File: src/rtl/branch_predictor_btb.sv
// Direct-mapped branch target buffer with per-entry saturating direction counters
// and saturating branch/mispredict statistics. Lookup is combinational; updates are registered.
module branch_predictor_btb #(
  parameter int ADDR_W  = 16,
  parameter int ENTRIES = 16,
  parameter int CTR_W   = 2,
  parameter int STAT_W  = 16
) (
  input  logic              clk,
  input  logic              reset_n,
  input  logic [ADDR_W-1:0] lk_pc,
  output logic              lk_hit,
  output logic              lk_taken,
  output logic [ADDR_W-1:0] lk_target,
  input  logic              upd_valid,
  input  logic [ADDR_W-1:0] upd_pc,
  input  logic              upd_taken,
  input  logic [ADDR_W-1:0] upd_target,
  input  logic              upd_pred_taken,
  input  logic              clr_stats,
  output logic [STAT_W-1:0] stat_branches,
  output logic [STAT_W-1:0] stat_mispredicts
);

  localparam int IDX_W = $clog2(ENTRIES);
  localparam int TAG_W = ADDR_W - IDX_W;
  localparam logic [CTR_W-1:0]  CTR_MAX  = {CTR_W{1'b1}};
  localparam logic [CTR_W-1:0]  CTR_WEAK = CTR_W'(1) << (CTR_W - 1);
  localparam logic [STAT_W-1:0] STAT_MAX = {STAT_W{1'b1}};

  // Flattened views of the per-entry state for the shared lookup/update decode
  logic [ENTRIES-1:0]             valid_all;
  logic [ENTRIES-1:0][TAG_W-1:0]  tag_all;
  logic [ENTRIES-1:0][ADDR_W-1:0] target_all;
  logic [ENTRIES-1:0][CTR_W-1:0]  ctr_all;

  logic [IDX_W-1:0] lk_idx;
  logic [TAG_W-1:0] lk_tag;
  logic [IDX_W-1:0] upd_idx;
  logic [TAG_W-1:0] upd_tag;
  logic             upd_hit;

  assign lk_idx  = lk_pc[IDX_W-1:0];
  assign lk_tag  = lk_pc[ADDR_W-1:IDX_W];
  assign upd_idx = upd_pc[IDX_W-1:0];
  assign upd_tag = upd_pc[ADDR_W-1:IDX_W];
  assign upd_hit = valid_all[upd_idx] && (tag_all[upd_idx] == upd_tag);

  assign lk_hit    = valid_all[lk_idx] && (tag_all[lk_idx] == lk_tag);
  assign lk_taken  = lk_hit && ctr_all[lk_idx][CTR_W-1];
  assign lk_target = lk_hit ? target_all[lk_idx] : '0;

  genvar gi;
  generate
    for (gi = 0; gi < ENTRIES; gi++) begin : g_entry
      logic              valid_q, valid_d;
      logic [TAG_W-1:0]  tag_q, tag_d;
      logic [ADDR_W-1:0] target_q, target_d;
      logic [CTR_W-1:0]  ctr_q, ctr_d;
      logic              wr_en;

      assign wr_en = upd_valid && (upd_idx == IDX_W'(gi));

      always_comb begin
        valid_d  = valid_q;
        tag_d    = tag_q;
        target_d = target_q;
        ctr_d    = ctr_q;
        if (wr_en) begin
          if (upd_hit) begin
            if (upd_taken) begin
              target_d = upd_target;
              if (ctr_q != CTR_MAX) ctr_d = ctr_q + CTR_W'(1);
            end else if (ctr_q != '0) begin
              ctr_d = ctr_q - CTR_W'(1);
            end
          end else if (upd_taken) begin
            // Allocation replaces whatever aliased entry lived at this index
            valid_d  = 1'b1;
            tag_d    = upd_tag;
            target_d = upd_target;
            ctr_d    = CTR_WEAK;
          end
        end
      end

      always_ff @(posedge clk or negedge reset_n) begin
        if (!reset_n) begin
          valid_q  <= 1'b0;
          tag_q    <= '0;
          target_q <= '0;
          ctr_q    <= '0;
        end else begin
          valid_q  <= valid_d;
          tag_q    <= tag_d;
          target_q <= target_d;
          ctr_q    <= ctr_d;
        end
      end

      assign valid_all[gi]  = valid_q;
      assign tag_all[gi]    = tag_q;
      assign target_all[gi] = target_q;
      assign ctr_all[gi]    = ctr_q;
    end
  endgenerate

  logic [STAT_W-1:0] br_q, br_d;
  logic [STAT_W-1:0] mp_q, mp_d;

  always_comb begin
    br_d = br_q;
    mp_d = mp_q;
    if (clr_stats) begin
      br_d = '0;
      mp_d = '0;
    end else if (upd_valid) begin
      if (br_q != STAT_MAX) br_d = br_q + STAT_W'(1);
      if ((upd_pred_taken != upd_taken) && (mp_q != STAT_MAX)) mp_d = mp_q + STAT_W'(1);
    end
  end

  always_ff @(posedge clk or negedge reset_n) begin
    if (!reset_n) begin
      br_q <= '0;
      mp_q <= '0;
    end else begin
      br_q <= br_d;
      mp_q <= mp_d;
    end
  end

  assign stat_branches    = br_q;
  assign stat_mispredicts = mp_q;

endmodule

File: config.mk
export PLATFORM = sky130hd
export DESIGN_NAME = branch_predictor_btb
export DESIGN_NICKNAME = d
export VERILOG_FILES = /design/src/rtl/branch_predictor_btb.sv
export SDC_FILE = /design/constraint.sdc
export NUM_CORES = 1
export LEC_CHECK = 0
export ABC_AREA = 0
export CAP_MARGIN = 20
export CORE_MARGIN = 2
export CORE_UTILIZATION = 56
export DETAILED_ROUTE_END_ITERATION = 7
export GPL_TIMING_DRIVEN = 1
export PLACE_DENSITY = 0.77
export SYNTH_ARGS = -nofsm -noshare
export SYNTH_HDL_FRONTEND = slang
export SYNTH_SLANG_ARGS = --single-unit
File: constraint.sdc
create_clock -name clk -period 3.7 [get_ports clk]
set_input_delay 0.555 -clock clk [delete_from_list [all_inputs] [get_ports clk]]
set_output_delay 0.555 -clock clk [all_outputs]
set_load 0.01 [all_outputs]
# Word level (Yosys, flattened, before mapping)
# Index checks and enable logic that the tools add are counted.
# word_totals
ff_bits	528
latch_bits	0
ramBits	0
rom_bits	0
input_bits	54
output_inout_bits	50
wordCells	346
memories	0
# classes
n_addsub	34
multipliers	0
div	0
magnitude_cmp	2
eq_ne	52
shift	0
muxes	84
n_bitwise	1
n_reduce_logical	107
# ops
op	n
2-bit 2-to-1 mux	66
16-bit 2-to-1 mux	8
12-bit binary-select mux with 4-bit select	2
2-bit nonzero test	36
16-bit binary-select mux with 4-bit select	1
4-bit AND reduction	16
3-bit by 2-bit != test with 1-bit output, second input constant	16
3-bit AND reduction	16
2-bit AND reduction	18
16-bit by 1-bit adder with 16-bit output, second input constant	2
2-bit by 1-bit adder with 2-bit output, second input constant	16
4-bit == test, second input constant	8
16-bit != test, second input constant	2
2-bit != test, second input constant	16
2-bit by 1-bit subtractor with 2-bit output, second input constant	16
12-bit == test	2
12-bit 2-to-1 mux	2
1-bit logical AND	20
4-bit by 3-bit == test with 1-bit output, second input constant	4
4-bit by 5-bit < comparator with 1-bit output, second input constant	2
1-bit binary-select mux with 4-bit select	2
2-bit binary-select mux with 4-bit select	1
4-bit by 2-bit == test with 1-bit output, second input constant	2
4-bit by 1-bit == test with 1-bit output, second input constant	1
4 further kinds	5

# Logic depth before layout (Yosys ltp)
# logic_depth
word_depth	6
depth_mapped	15
depth_no_buf	9

# Worst setup path after synthesis
# OpenSTA, ideal clock, no wires.
# synth_timing
path_type	input -> output
start	input lk_pc[0]
end	output lk_target[10]
arrival_time_ns	3.448
required_time_ns	3.145
setup_slack_ns	-0.303
path_stages	8
path_buffers	5
cell_sequence	buf_2 buf_2 buf_2 buf_2 buf_1 mux4_2 mux4_2 nor2b_1
# synth_between
elab_chain_cells	5
word_cells_on_any_way	9
cone_classes	eq/ne (1); mux (7); reduce/logical (1)
# synth_lines
item	line	text
start, declared	11	input logic [ADDR_W-1:0] lk_pc,
12-bit binary-select mux with 4-bit select	49	assign lk_hit = valid_all[lk_idx] && (tag_all[lk_idx] == lk_tag);
12-bit 2-to-1 mux (not written as such)	49	
12-bit == test	49	
1-bit logical AND	49	
16-bit 2-to-1 mux *	51	assign lk_target = lk_hit ? target_all[lk_idx] : '0;
end, declared	14	output logic [ADDR_W-1:0] lk_target,
# Every way passes the cells marked *; elsewhere a longest branch is shown, timed or not. The select of a mux whose other input is x is not followed.

# Worst setup path after layout
# layout_timing
start	register g_entry[11].tag_q[8]
end	output lk_target[14]
# layout_between
elab_chain_cells	5
# layout_lines
item	line	text
start, declared	57	logic [TAG_W-1:0] tag_q, tag_d;
start signal, assigned	95	tag_q <= tag_d;
12-bit binary-select mux with 4-bit select	49	
12-bit 2-to-1 mux (not written as such)	49	
12-bit == test	49	
1-bit logical AND	49	
16-bit 2-to-1 mux	51	
# Every way passes these cells. The select of a mux whose other input is x is not followed.

==> run metrics <==
synthesized instance count=1850; Min-Delay Path Class=input pin to asynchronous set/reset pin; num rows=79; n_diodes=0; failing checks=hold timing, setup timing; nets=2124; DRC viols=0; first-pass GRT wire length=108 mm; CTS root buf=clkbuf_16; Die H=221 um; Post-Synth XOR/XNOR Area=0.0150; worst reg2reg path startpoint=g_entry[4].tag_q[1]; vias post-DR=17300; RSZ-0062 raised after global routing=yes; Arr. time, crit path=3440 ps; die width=221 um; final critical-path required period=3990 ps; mux contribution to synthesized area=0.366; outcome=complete, but fails checks; routability cong.=0.851; Yosys warning count=0; largest family of logic cells by synthesized area=multiplexers; Starting Density=0.566; complex-gate fraction of the synthesized area=0.0328; Worst setup EP type=output pin; largest cells by area after synthesis=dfrtp_1 50%, mux2_2 19%, mux4_2 16%, mux2i_1 1.8%, clkbuf_1 1.3%; worst setup margin=-291 ps; # clock sinks=528; WL final=69.5 mm; minimum hold slack=-26.2 ps; worst slack, placed=-888 ps; initial antenna violation count=1; remaining antenna violation count=0; initial DRC count=1672; PwrDens=517 mW/mm2; vias in the first global route=18300; final setup vio count=18; RR Endpoint=g_entry[10].tag_q[3]; DR pass1 iterations=5; Worst-path clk slew=60 ps; Async SR Flop Fraction=1.00; Layout Skew=38.3 ps; Static Leakage=0.0140 uW; Syn-to-layout area delta=20.3%; WS Path Type=flop to output pin; post-synth top area share=0.501; Setup crit end=lk_target[14]; dpl hpwl=44.3 mm; Startpoint Class=flop; Via density=6.38; Synth Net Count=1906; max_cap viols=0; GRT overflow=0; core outline area=0.0466 mm2; Port Buffers=103; clock latency on the worst-skew pair=630 ps; period utilisation layout=1.08; CP Launch Point=g_entry[11].tag_q[8]; synthesized cell area=0.0264 mm2; Total Die Area=0.0488 mm2; Avg Inst Size Synth=14.2 um2; Slew @ Worst Pin=787 ps; total CTS buffers=54; setup TNS=-4630 ps; final-report hold violation count=22; layout cells sized above 1=0.477; register area share after synthesis=0.501; R2R Setup Slk=300 ps; critical path required time=3140 ps; maximum clock insertion buffer count=3; Synth Area in Adders=0.000949; Post-synth EDFFs=0; worst slew margin relative to its limit=0.476; Worst Path Max Fanout=4; I/O Pins=104; Yosys reg bits=528; Synth cell types=54; Synth Area in Simple Gates=0.0564; Tot GR Track Use=0.288; CTS tree=done; largest net degree at the start of global routing=95; Slew Viols, Final=0; Routed WL per cell=25.6 um; H-tree levels=2; R2R cell count=12; Peak Freq=0.251 GHz; cell taking the most area after synthesis=dfrtp_1; Top FF cell, synth=dfrtp_1; Max IR drop VDD=426 uV
worst min path at each step:
stage / startpoint / endpoint / slack (ps) / cells after the start
finish: reset_n / stat_branches[8] / -30 / 1
global route: reset_n / stat_branches[8] / 30 / 1
CTS: reset_n / stat_branches[9] / 7 / 1
detailed placement: g_entry[13].valid_q / g_entry[13].valid_q / 480 / 1
global placement: g_entry[8].valid_q / g_entry[8].valid_q / 470 / 1
floorplan: reset_n / g_entry[0].ctr_q[0] / 260 / 0
layer usage:
metal  GRT usage  routed length, um  vias up
met3      0.0702               5490      206
met2       0.451              33100      714
li1            -                  -     7383
met5           0                 10        -
met1       0.393              28100     9035
met4       0.111               2800        2
timing repair:
action	in CTS	in global routing
pin swaps	4	3
gates cloned	2	1
gates resized for setup	84	27
buffers inserted	1	10
hold buffers	0	0
endpoints found under the setup margin	18	20
critical path, cell delays in order (launching register included):
cell       delay [ps]
dfrtp_1           420
mux4_2            480
mux4_2            490
xor2_1            170
nor4_2            360
buf_4             170
nand4_1           100
buf_6             190
clkbuf_16         190
nor2b_1           100
buf_2             130
synth_stat cells (18+ instances only):
library cell / n
nor2b_1: 26
inv_1: 25
buf_1: 18
and3_1: 21
mux4_2: 184
clkbuf_1: 89
nor2_1: 76
nor3_1: 29
buf_2: 36
nand2_1: 63
o21ai_0: 26
nand3_1: 28
mux2i_1: 47
xor2_1: 31
mux2_2: 435
dfrtp_1: 528
stage by stage:
step | instance area [um2] | utilization | std cells | power (uW)
after detailed placement | 29500 | 0.634 | 2605 | 10600
after floorplan | 26400 | - | 1850 | 9460
after global placement | 29500 | 0.634 | 2605 | 10400
after CTS | 31500 | 0.676 | 2709 | 16400
final | 31700 | 0.681 | 2720 | 16400
after global routing | 31700 | 0.681 | 2720 | 17100
cell families (layout without fill, tap and decap cells):
family | after synthesis | after routing
mux | 679 | 679
simple gates | 299 | 299
flops | 528 | 528
xor+xnor | 45 | 45
fa+ha+maj | 2 | 2
buf+inv | 173 | 436
compound gates | 124 | 124
flip-flops by register name (all words and copies together), names as in the netlist:
| name | count |
|---|---|
| stat_branches | 16 |
| g_entry.ctr_q | 32 |
| g_entry.valid_q | 16 |
| stat_mispredicts | 16 |
| g_entry.tag_q | 192 |
| g_entry.target_q | 256 |
report_power, final:
group	leakage, uW	internal, uW	switching [uW]
clock	0.000965	3450	2390
combinational	0.00636	1910	1140
sequential	0.00667	6810	691
total	0.0140	12200	4220
final cells by class:
class | count | area (um2)
flip-flops and latches | 528 | 13200
clock inverters | 32 | 402
inverters | 26 | 97.6
repair buffers | 309 | 3100
well taps | 607 | 759
fillers | 3048 | 14800
clock buffers | 69 | 1540
multi-input cells | 1149 | 12600
placed cells by master (no fill, tap or decap), types with 7 or more instances in the layout:
cell type	count
a21oi_1	13
a22oi_1	16
a31oi_1	14
and3_1	21
buf_12	39
buf_2	11
buf_4	166
buf_6	11
bufinv_16	7
clkbuf_16	55
clkbuf_8	13
clkdlybuf4s50_1	77
clkinv_2	15
dfrtp_1	528
inv_1	24
mux2_1	13
mux2_2	435
mux2i_1	47
mux4_2	184
nand2_1	63
nand3_1	28
nand4_1	14
nor2_1	64
nor2_2	13
nor2b_1	16
nor2b_4	9
nor3_1	19
nor3_2	12
o21ai_0	26
o311ai_0	14
o31ai_1	7
or2_2	17
xnor2_1	13
xor2_1	31
Power figures use the tool's default switching activity.
